--- config.mk ---
export PLATFORM = sky130hd
export DESIGN_NAME = ras_predictor
export DESIGN_NICKNAME = d
export VERILOG_FILES = /design/src/rtl/ras_predictor.sv
export SDC_FILE = /design/constraint.sdc
export NUM_CORES = 1
export LEC_CHECK = 0
export ABC_AREA = 0
export BUFFER_PORTS_ARGS = -buffer_cell sky130_fd_sc_hd__buf_2
export CORE_MARGIN = 2
export CORE_UTILIZATION = 55
export CTS_CLUSTER_DIAMETER = 50
export CTS_CLUSTER_SIZE = 25
export DETAILED_ROUTE_END_ITERATION = 8
export HOLD_SLACK_MARGIN = 0.05
export MAX_ROUTING_LAYER = met4
export PLACE_DENSITY = 0.76
export SLEW_MARGIN = 10
export SYNTH_ARGS = -nofsm -noshare
export SYNTH_HDL_FRONTEND = slang
export SYNTH_SLANG_ARGS = --single-unit
--- constraint.sdc ---
create_clock -name clk -period 4.52 [get_ports clk]
set_clock_uncertainty 0.2 [all_clocks]
set_input_delay 0 -clock clk [delete_from_list [all_inputs] [get_ports clk]]
set_output_delay 0 -clock clk [all_outputs]
set_load 0.03 [all_outputs]
--- src/rtl/ras_predictor.sv ---
// Return-address stack for the fetch stage: calls push PC+4, `jr $ra` pops and
// offers the popped address as the predicted next PC.
module ras_predictor #(
  parameter int WIDTH = 32,
  parameter int DEPTH = 8
) (
  input  logic                       clk,
  input  logic                       reset,
  input  logic [31:0]                instrf,
  input  logic [WIDTH-1:0]           pcplus4f,
  input  logic                       validf,
  input  logic                       flushe,
  output logic                       predict,
  output logic [WIDTH-1:0]           predpc,
  output logic                       empty,
  output logic                       full,
  output logic [$clog2(DEPTH+1)-1:0] count
);

  localparam int AW = $clog2(DEPTH);
  localparam int CW = $clog2(DEPTH+1);

  logic [5:0]       op;
  logic [5:0]       funct;
  logic [4:0]       rs;
  logic             is_call;
  logic             is_ret;
  logic             do_push;
  logic             do_pop;

  logic [AW-1:0]    tos_reg;
  logic [AW-1:0]    tos_next;
  logic [AW-1:0]    push_idx;
  logic [CW-1:0]    count_reg;
  logic [CW-1:0]    count_next;
  logic [WIDTH-1:0] mem_reg [DEPTH];

  assign op    = instrf[31:26];
  assign funct = instrf[5:0];
  assign rs    = instrf[25:21];

  // jalr is a call whatever its rs; only jr through $ra counts as a return
  assign is_call = (op == 6'b000011) || ((op == 6'b000000) && (funct == 6'b001001));
  assign is_ret  = (op == 6'b000000) && (funct == 6'b001000) && (rs == 5'd31);

  assign empty = (count_reg == '0);
  assign full  = (count_reg == CW'(DEPTH));
  assign count = count_reg;

  assign do_push  = is_call && validf && !flushe;
  assign do_pop   = is_ret && validf && !flushe && !empty;
  assign push_idx = tos_reg + 1'b1;

  // predict depends only on registered state and instrf, never on flushe
  assign predict = is_ret && !empty;
  assign predpc  = mem_reg[tos_reg];

  always_comb begin
    tos_next   = tos_reg;
    count_next = count_reg;
    if (flushe) begin
      tos_next   = '0;
      count_next = '0;
    end else if (do_push) begin
      tos_next = push_idx;
      if (!full) begin
        count_next = count_reg + 1'b1;
      end
    end else if (do_pop) begin
      tos_next   = tos_reg - 1'b1;
      count_next = count_reg - 1'b1;
    end
  end

  always_ff @(posedge clk) begin
    if (reset) begin
      tos_reg   <= '0;
      count_reg <= '0;
    end else begin
      tos_reg   <= tos_next;
      count_reg <= count_next;
    end
  end

  // Entries are cleared on reset so predpc reads zero until the first call
  always_ff @(posedge clk) begin
    if (reset) begin
      for (int i = 0; i < DEPTH; i++) begin
        mem_reg[i] <= '0;
      end
    end else if (do_push) begin
      mem_reg[push_idx] <= pcplus4f;
    end
  end

endmodule

Yosys cells after proc, flatten, opt, wreduce, memory -nomap -nowiden. Memories as Yosys holds them, arrays and structs flattened. A register that Yosys moved wholly into a read port is not among the register bits. Cells that the tools add are included.

Add/subtract/negate cells: 4. Eq/ne operators: 6. Mux-type cells: 15. Reduce and logical (&&, ||, !) cells: 18.

Operator list (number): $mux W32 (1); $reduce_or A32 Y1 (1); $mux W3 (5); $eq A6 B4 Y1 const B (2); $mux W4 (3); $logic_and A1 B1 Y1 (9); $eq A6 B2 Y1 const B (1); $logic_not A6 Y1 (1); $mux W1 (6); $eq A5 B5 Y1 const B (1); $add A4 B1 Y4 const B (1); $eq A4 B4 Y1 const B (1); $logic_not A4 Y1 (1); $sub A4 B1 Y4 const B (1); $add A3 B1 Y3 const B (1); $sub A3 B1 Y3 const B (1); $logic_not A1 Y1 (2); $ne A2 B2 Y1 const B (1); $reduce_and A2 Y1 (1); $reduce_bool A2 Y1 (1); $reduce_or A2 Y1 (1); $logic_or A1 B1 Y1 (1).

Flip-flop bits (word level): 7. RAM bits: 256. Logic and storage cells: 46. Memories kept: 1.

Memories: mem_reg (words 8, width 32, rd ports 1, clocked after memory_dff 1, write ports 8, RTL line 36) `logic [WIDTH-1:0] mem_reg [DEPTH];`.

Longest topological paths before layout. Gate-level depths: netlist of run 1.

Depth in word-level cells: 10. Mapped depth: 10. Depth with buffers taken out: 10.

Worst setup path after synthesis of run 1. Ideal clock, no wire load.

Kind: in2reg. From: in instrf[2]. To: mem mem_reg[2][0], enable pin. Data arrival time: 2.889 ns. Data required time: 3.892 ns. Slack: 1.003 ns. Stages on the path: 6. Buffers on the path: 1. Path through: or4b_4 o31ai_4 and2_1 nand3_1 buf_2 o21bai_1.

RTL lines: from (decl) (RTL line 9) `input logic [31:0] instrf,`; to (decl) (RTL line 36).

Final worst setup path of run 1.
From: in instrf[27]. To: reg count_reg[3] (netlist: count[3]).

Cells in the longest elaborated chain, start to end: 8. Elaborated cells on any way between the ends: 15. Classes of those cells: eq/ne: 2; mux: 1; reduce/logical: 12.

Ends and longest elaborated chain: $logic_not A6 Y1 (RTL line 43, 44); $logic_and A1 B1 Y1 (2 in a row) (RTL line 44) `assign is_ret = (op == 6'b000000) && (funct == 6'b001000) && (rs == 5'd31);`; $logic_and A1 B1 Y1 (3 in a row) (RTL line 51) `assign do_pop = is_ret && validf && !flushe && !empty;`; $reduce_bool A2 Y1 (no line); $reduce_and A2 Y1 (no line); to (signal assigned) (RTL line 81) `count_reg <= count_next;`; to (decl) (RTL line 34) `logic [CW-1:0] count_reg;`.

Parallel ways exist; a longest one is shown, timed or not. A chain may end at the register's enable or synchronous reset.

==> run metrics, run 1 <==
status completed; asr flop ratio synth 0%; post-synthesis mux area share ~16%; DR WL/cell ~21 um; worst skew pair latency 0.52 ns; cell accounting for the most synthesized area edfxtp_1; WL final 26500 um; Arr. time, crit path about 3.7 ns; port bufs 91; DR pass1 iterations 5; diodes inserted 0; critical path depth 13; Crit path largest cell delay 0.57 ns; Most common cell on crit path dlygate4sd3_1; Max VDD drop between 0.2 and 0.3 mV; Via Count 7304; Mapped Cells 824; final instance area 13800 um^2; post-DP HPWL 14700 um; combinational family with the most area after synthesis multiplexers; xor/xnor share of the synthesized area less than 1%; Least-Margin Pin Slew 1.13 ns; DP Worst Slack between 1 and 1.5 ns; Compound-Gate Fraction of Synth Area 1.24%; vias per cell 5.88; area grow syn2layout 16.4%; CTS tree yes; CP Buf/Inv Count 3; Num CTS Buffers 23; ys flop type edfxtp_1; area of the die 22700 um^2; vias in the first global route about 7600; Post-synth EDFFs 256; critical path class primary input to flip-flop; largest cells by area after synthesis edfxtp_1 65%, mux4_2 12%, nor2_1 8.3%; CP max FO 5; htree depth 1; Finished Layout Cells 1243; share of cells above drive strength 1 27.4%; Synth Warn # 0; r2r endpoint count[3]$_SDFFE_PP0P_; CTS Buffer Depth 3; register area share after synthesis 66.8%; Critical Path End Type flip-flop; # clock sinks roughly 270; Final period util 75.8%; post_cts resized 0; Post-Synth Adder-Cell Area 0.593%; worst r2r src count[0]$_SDFFE_PP0P_; Overflow after GRT 0; Core Util, Final ~65%; DRT iter0 DRCs around 690; max FFs per register 256; global-route wire length before repair 40400 um; setup_tns 0 ns; Post-Syn Area 11800 um^2; CP Launch Point instrf[27]; kind of cell adding the most delay to the critical path buffers and inverters; num ports approximately 110; clock edge transition at the registers on the reported setup and hold paths around 0.070 ns; final RePlAce weighted congestion 0.749; Synth Net Count 897; R2R setup slack ~1.5 ns; hold crit path type primary input to flip-flop; Leakage Power 4.60 nW; maximum clock rate 292 MHz; relative slew slack between 20% and 30%; Yosys top cell area share approximately two thirds; placement row count 53; Worst Path Required between 4 and 5 ns; cell count after placement about 1200; Max Cap Viol 0; Nets 1025; Routed Antenna Nets 0; Tot GR Track Use 24.6%; initial antenna violation count 0; Worst Setup EP count[3]$_SDFFE_PP0P_; CTS Root Cell clkbuf_16; Netlist cell types 39; Slew Limit Fails 0; Filler Cell Count 1482; Period minus WS final ~3.4 ns; worst-path cell with the longest stage delay dlygate4sd3_1; RSZ-0062 raised after global routing false; Chip Height 151 um; Mapped Avg Cell Area 14.3 um^2; Initial Util 56.2%; worst r2r path cells 7; final hold viol count 0; power density over the cells 365 nW/um^2; largest net degree at the start of global routing 65; Residual DRC 0; die width 151 um; crit-path cells dlygate4sd3_1, buf_2, or3_1, o31ai_4, and2_1, nand2_1, ha_1, a21o_1, a21oi_1, nor3_1, mux2_2, a211oi_1, dlygate4sd3_1; FF+latch count, synth approximately 270; final setup vio count 0; core area 21000 um^2; simple logic cell fraction of the synthesized area 12.4%; Area after DPL 12500 um^2; critical path startpoint category primary input; final worst slack 1.10 ns
## stage by stage
step	hold WS, ns	power (mW)
after floorplan	-0.119	2.95
after global placement	0.0425	3.04
after detailed placement	0.0467	3.05
after CTS	0.0906	5.04
after global routing	0.144	5.15
final	0.0933	5.02
## layout make-up
type | instances | area (um^2) | share of cell area [%]
flip-flops and latches | 266 | 7890 | 57.4
multi-input cells | 498 | 3640 | 26.5
repair buffers | 159 | 1090 | 7.89
clock buffers | 24 | 579 | 4.21
well taps | 275 | 344 | 2.50
clock inverters | 17 | 195 | 1.42
inverters | 4 | 15.0 | 0.109
## timing repair
| item | CTS | global route |
|---|---|---|
| hold buffers | 48 | 0 |
| buffers inserted | 0 | 0 |
| endpoints found under the setup margin | 0 | 0 |
| hold endpoints to repair | 317 | 0 |
## synthesized netlist by cell type, types with 2 or more instances
library cell,count
xor2_1,2
o21ai_0,2
dfxtp_1,10
nor2b_1,2
nor2_1,260
mux4_2,64
nand3_1,9
nand4_1,2
nor3_1,6
or3_1,4
nand2_1,74
mux2i_1,6
edfxtp_1,256
buf_2,16
buf_6,14
ha_1,4
a21o_1,5
mux2_2,33
inv_1,4
o21bai_1,4
clkbuf_1,25
a21oi_1,5
## power breakdown
part	internal [mW]	switching, mW
clock network	1.01	0.994
registers	2.77	0.0213
logic	0.0953	0.141
total	3.87	1.16
## tightest hold or removal path, delay by kind of cell
family,cells,cell delay (ns)
compound gates,2,0.28
mux,1,0.15
simple gates,2,0.26
buf+inv,1,0.07
## worst min path at each step
stage / start / end / slack, ns / depth (start not counted)
2_1_floorplan: flushe / flip-flop / -0.12 / 1
4_1_cts: instrf[4] / count[0]$_SDFFE_PP0P_ / 0.09 / 6
3_3_place_gp: flushe / flip-flop / 0.04 / 2
6_report: instrf[4] / count[0]$_SDFFE_PP0P_ / 0.09 / 6
3_5_place_dp: flushe / flip-flop / 0.05 / 2
5_1_grt: instrf[4] / count[0]$_SDFFE_PP0P_ / 0.14 / 6
## cells by family after synthesis
group	count (synthesis)
simple gates	367
flops	266
mux	103
buf+inv	60
compound gates	20
fa+ha+maj	5
xor+xnor	3
## cells in the final DEF (no fill, tap or decap), types with 3 or more instances in the layout
cell | netlist | final
nor3_1 | 6 | 4
mux2i_1 | 6 | 6
a21oi_1 | 5 | 5
clkbuf_16 | 0 | 23
nand3_1 | 9 | 7
clkinv_4 | 0 | 5
dfxtp_1 | 10 | 7
mux4_2 | 64 | 64
ha_1 | 4 | 4
edfxtp_1 | 256 | 256
dlygate4sd3_1 | 0 | 48
buf_2 | 16 | 91
inv_6 | 0 | 3
o21bai_4 | 0 | 4
a21o_1 | 5 | 5
mux2_2 | 33 | 33
buf_4 | 0 | 20
nor2_1 | 260 | 260
inv_1 | 4 | 4
nand2_1 | 74 | 74
## per-layer routing
metal | routed length [um] | global-route usage, % | vias to the layer above
li1 | - | - | 3278
met1 | 10100 | 30.4 | 3662
met2 | 13800 | 42.5 | 308
met3 | 1940 | 3.30 | 56
met4 | 714 | 8.07 | 0
met5 | 0 | - | -
Note: power is estimated with default switching activity, not from simulation.
==> inputs of run 2 (changes only) <==
- clock period: 4.52 -> 3.45 ns (I/O delays scaled with it)
==> run metrics, run 2 (synthesis results as in run 1) <==
PnR Total Power 6.62 mW; initial antenna violation count 0; DR WL/cell approximately 21 um; most frequent cells in the layout 260 x nor2_1, 256 x edfxtp_1, 91 x buf_2; Least-Margin Pin Slew 1.09 ns; Overflow after GRT 0; Routed Antenna Nets 0; final RePlAce weighted congestion 0.777; Final period util 93.0%; Slew Limit Fails 0; largest net degree at the start of global routing 65; critical path startpoint category primary input; area of the die 22700 um^2; Initial Util between 50% and 60%; Worst Path Required 3.71 ns; Period minus WS final 3.21 ns; # clock sinks 266; placement row count between 50 and 60; CP Launch Point instrf[27]; Via Count roughly 7300; vias per cell 5.84; area grow syn2layout 17.5%; status completed; htree depth 1; share of cells above drive strength 1 28.3%; max FFs per register around 260; CTS Root Cell clkbuf_16; Arr. time, crit path 3.47 ns; Critical Path End Type flip-flop; worst r2r src count[0]$_SDFFE_PP0P_; critical path class primary input to flip-flop; port bufs 91; num ports 107; Most common cell on crit path dlygate4sd3_1; CP max FO 5; worst skew pair latency 0.51 ns; global-route wire length before repair between 40000 and 50000 um; Leakage Power 4.67 nW; DR pass1 iterations 5; WL final 26700 um; Num CTS Buffers 22; setup bufs post-CTS 0; CTS tree yes; Area after DPL ~13000 um^2; Crit path largest cell delay 0.57 ns; leading cell type in the layout, fill and taps excluded nor2_1; vias in the first global route approximately 7600; Residual DRC 0; DRT iter0 DRCs 641; kind of cell adding the most delay to the critical path buffers and inverters; relative slew slack 27.0%; hold wc startpoint instrf[30]; die width 151 um; power density over the cells 476 nW/um^2; final hold viol count 0; Max Cap Viol 0; final setup vio count 0; maximum clock rate 312 MHz; post-DP HPWL 14800 um; final instance area 13900 um^2; clock edge transition at the registers on the reported setup and hold paths around 0.070 ns; WHS 0.0529 ns; crit-path cells dlygate4sd3_1, buf_2, or3_1, o31ai_4, and2_4, nand2_1, ha_1, a21o_1, a21oi_2, nor3_1, mux2_2, a211oi_1, dlygate4sd3_1; RSZ-0062 raised after global routing false; CTS Buffer Depth 3; Tot GR Track Use 24.9%; worst-path cell with the longest stage delay dlygate4sd3_1; hold crit path type primary input to flip-flop; Nets 1033; diodes inserted 0; Chip Height between 150 and 200 um; Max VDD drop 0.249 mV; CP Buf/Inv Count 3; core area 21000 um^2
run 2: report_power, final:
part / switching [mW] / internal (mW)
logic: 0.188 / 0.134
clock network: 1.27 / 1.37
registers: 0.0272 / 3.62
run 2: worst paths after layout:
path                                               to  slack (ns)  cells after the start
worst max-delay path            count[3]$_SDFFE_PP0P_        0.24                     13
worst min-delay path            count[2]$_SDFFE_PP0P_        0.05                      6
worst max register to register              flip-flop        0.47                      7
worst min register to register  count[2]$_SDFFE_PP0P_        0.32                      2
run 2: layout make-up:
class | count | area, um^2
clock inverters | 16 | 194
fillers | 1467 | 7130
inverters | 4 | 15.0
multi-input cells | 498 | 3650
well taps | 275 | 344
clock buffers | 24 | 579
flip-flops and latches | 266 | 7890
repair buffers | 168 | 1210
run 2: worst reg2reg max path, cell delays in order (launching register included):
cell,delay (ns)
dfxtp_1,0.38
nor4_1,0.63
nor3_1,0.18
nand4_1,0.13
dlygate4sd3_1,0.55
a21oi_1,0.07
dlygate4sd3_1,0.58
mux2i_1,0.18
run 2: metrics by stage:
stage                     setup TNS (ns)  setup WS, ns  util (%)  cells
final                                  0         0.240      66.1   1251
after global routing                   0        0.0241      66.1   1251
after CTS                              0         0.117      66.0   1251
after detailed placement               0         0.504      60.2   1165
after global placement                 0         0.559      60.2   1165
after floorplan                    -8.54       -0.0667         -    824
run 2: per-layer routing:
layer  wire (um)  part of all wire (%)  track usage [%]
met1        9950                    37             31.4
met4         658                   2.5             7.78
met5           0                     0                -
met3        2140                   8.0             2.91
met2       13900                    52             42.7
run 2: timing repair:
action | in CTS | in global routing
endpoints found under the hold margin | 284 | 0
gates resized for setup | 0 | 3
setup endpoints to repair | 0 | 1
hold buffers | 46 | 0
==> inputs of run 3 (changes only) <==
- clock period: 3.45 -> 4.1 ns (I/O delays scaled with it)
==> run metrics, run 3 (synthesis results as in run 1) <==
CTS tree yes; P_sw 1.17 mW; leading cell type in the layout, fill and taps excluded nor2_1; setup_tns 0 ns; Comb power frac 4.9%; max FFs per register ~260; Final period util 82.5%; port bufs 91; M2 GR Usage 42.9%; status completed; Overflow after GRT 0; DP Worst Slack approximately 0.96 ns; switching part of the total power 21.7%; CTS Buffer Depth 3; worst skew pair latency 0.51 ns; share of cells above drive strength 1 a little over a quarter; final worst slack about 0.72 ns; # clock sinks 266; global-route wire length before repair 40600 um; critical path startpoint category primary input; met3 Use GR around 2.6%; CTS Root Cell clkbuf_16; initial antenna violation count 0; Arr. time, crit path ~3.6 ns; Core Util, Final 65.4%; final hold viol count 0; Pint 4.23 mW; Worst Path Required 4.35 ns; DRT iter0 DRCs 671; Via Count 7284; critical path class primary input to flip-flop; Finished Layout Cells 1240; met1 Use GR 30.6%; area of the die 22700 um^2; final instance area between 10000 and 15000 um^2; clock edge transition at the registers on the reported setup and hold paths 0.06 ns; Tot GR Track Use ~25%; Period minus WS final 3.38 ns; WL final 26200 um; Initial Util 56.2%; hold crit path type primary input to flip-flop; Max VDD drop 0.274 mV; Leakage Power roughly 4.6 nW; flip-flop and latch area 7890 um^2; Max Cap Viol 0; Least-Margin Pin Slew around 1.1 ns; setup bufs post-CTS 0; maximum clock rate 295 MHz; Chip Height roughly 150 um; Filler Cell Count 1505; area grow syn2layout 16.4%; power density over the cells 393 nW/um^2; CP max FO 5; htree depth 1; RSZ-0062 raised after global routing false; Residual DRC 0; Num CTS Buffers 20; DR pass1 iterations 5; R2R setup slack 1.02 ns; num ports 107; Critical Path End Type flip-flop; core area about 21000 um^2; final setup vio count 0; final RePlAce weighted congestion 0.782; most frequent cells in the layout 260 x nor2_1, 256 x edfxtp_1, 91 x buf_2; WHS 0.0762 ns; vias per cell 5.87; multi-input logic area approximately 3600 um^2; diodes inserted 0; largest net degree at the start of global routing 66; Routed Antenna Nets 0; Nets about 1000; Clk pwr share 38.2%; PnR Total Power around 5.4 mW; Reg power frac 56.8%; placement row count 53; DR WL/cell between 20 and 25 um; cell count after placement 1155; Area after DPL 12600 um^2; post-DP HPWL 15000 um; vias in the first global route around 7500; Slew Limit Fails 0; GRT Max-Usage Layer met2; relative slew slack 27.8%; die width 151 um
run 3: worst max-delay path, stage by stage:
cell,delay [ns]
dlygate4sd3_1,0.53
buf_2,0.12
or3_1,0.44
o31ai_4,0.29
and2_1,0.28
nand2_1,0.15
ha_1,0.32
a21o_1,0.18
a21oi_1,0.24
nor3_1,0.08
mux2_2,0.28
a211oi_1,0.15
dlygate4sd3_1,0.57
run 3: what timing repair did:
action | 4_1_cts | 5_1_grt
hold endpoints to repair | 308 | 0
hold buffers | 49 | 0
resized for setup | 0 | 0
run 3: final timing paths:
path                            from                     to  cells past startpoint
max                       instrf[27]  count[3]$_SDFFE_PP0P_                     13
min                        instrf[4]  count[1]$_SDFFE_PP0P_                      6
max reg2reg    count[0]$_SDFFE_PP0P_  count[3]$_SDFFE_PP0P_                      7
min reg2reg  tos_reg[2]$_SDFFE_PP0N_              flip-flop                      2
run 3: per-layer routing:
| metal | routed length, um | vias to the layer above |
|---|---|---|
| met4 | 822 | 0 |
| met5 | 0 | - |
| met2 | 13700 | 314 |
| li1 | - | 3268 |
| met3 | 2140 | 70 |
| met1 | 9490 | 3632 |
run 3: final cells by class:
class                      count  area share, %
clock buffer                  26           4.03
clock inverter                10           1.05
inverter                       4          0.109
multi-input combinational    498           26.5
sequential                   266           57.4
tap                          275           2.50
timing repair buffer         161           8.39
run 3: power groups by stage:
stage               registers (mW)  clock network, mW  logic [mW]
finish                        3.07               2.06       0.267
CTS                           3.07               2.08       0.268
global route                  3.08               2.16       0.283
global placement              3.13                  0       0.235
detailed placement            3.13                  0       0.236
floorplan                     3.13                  0       0.130
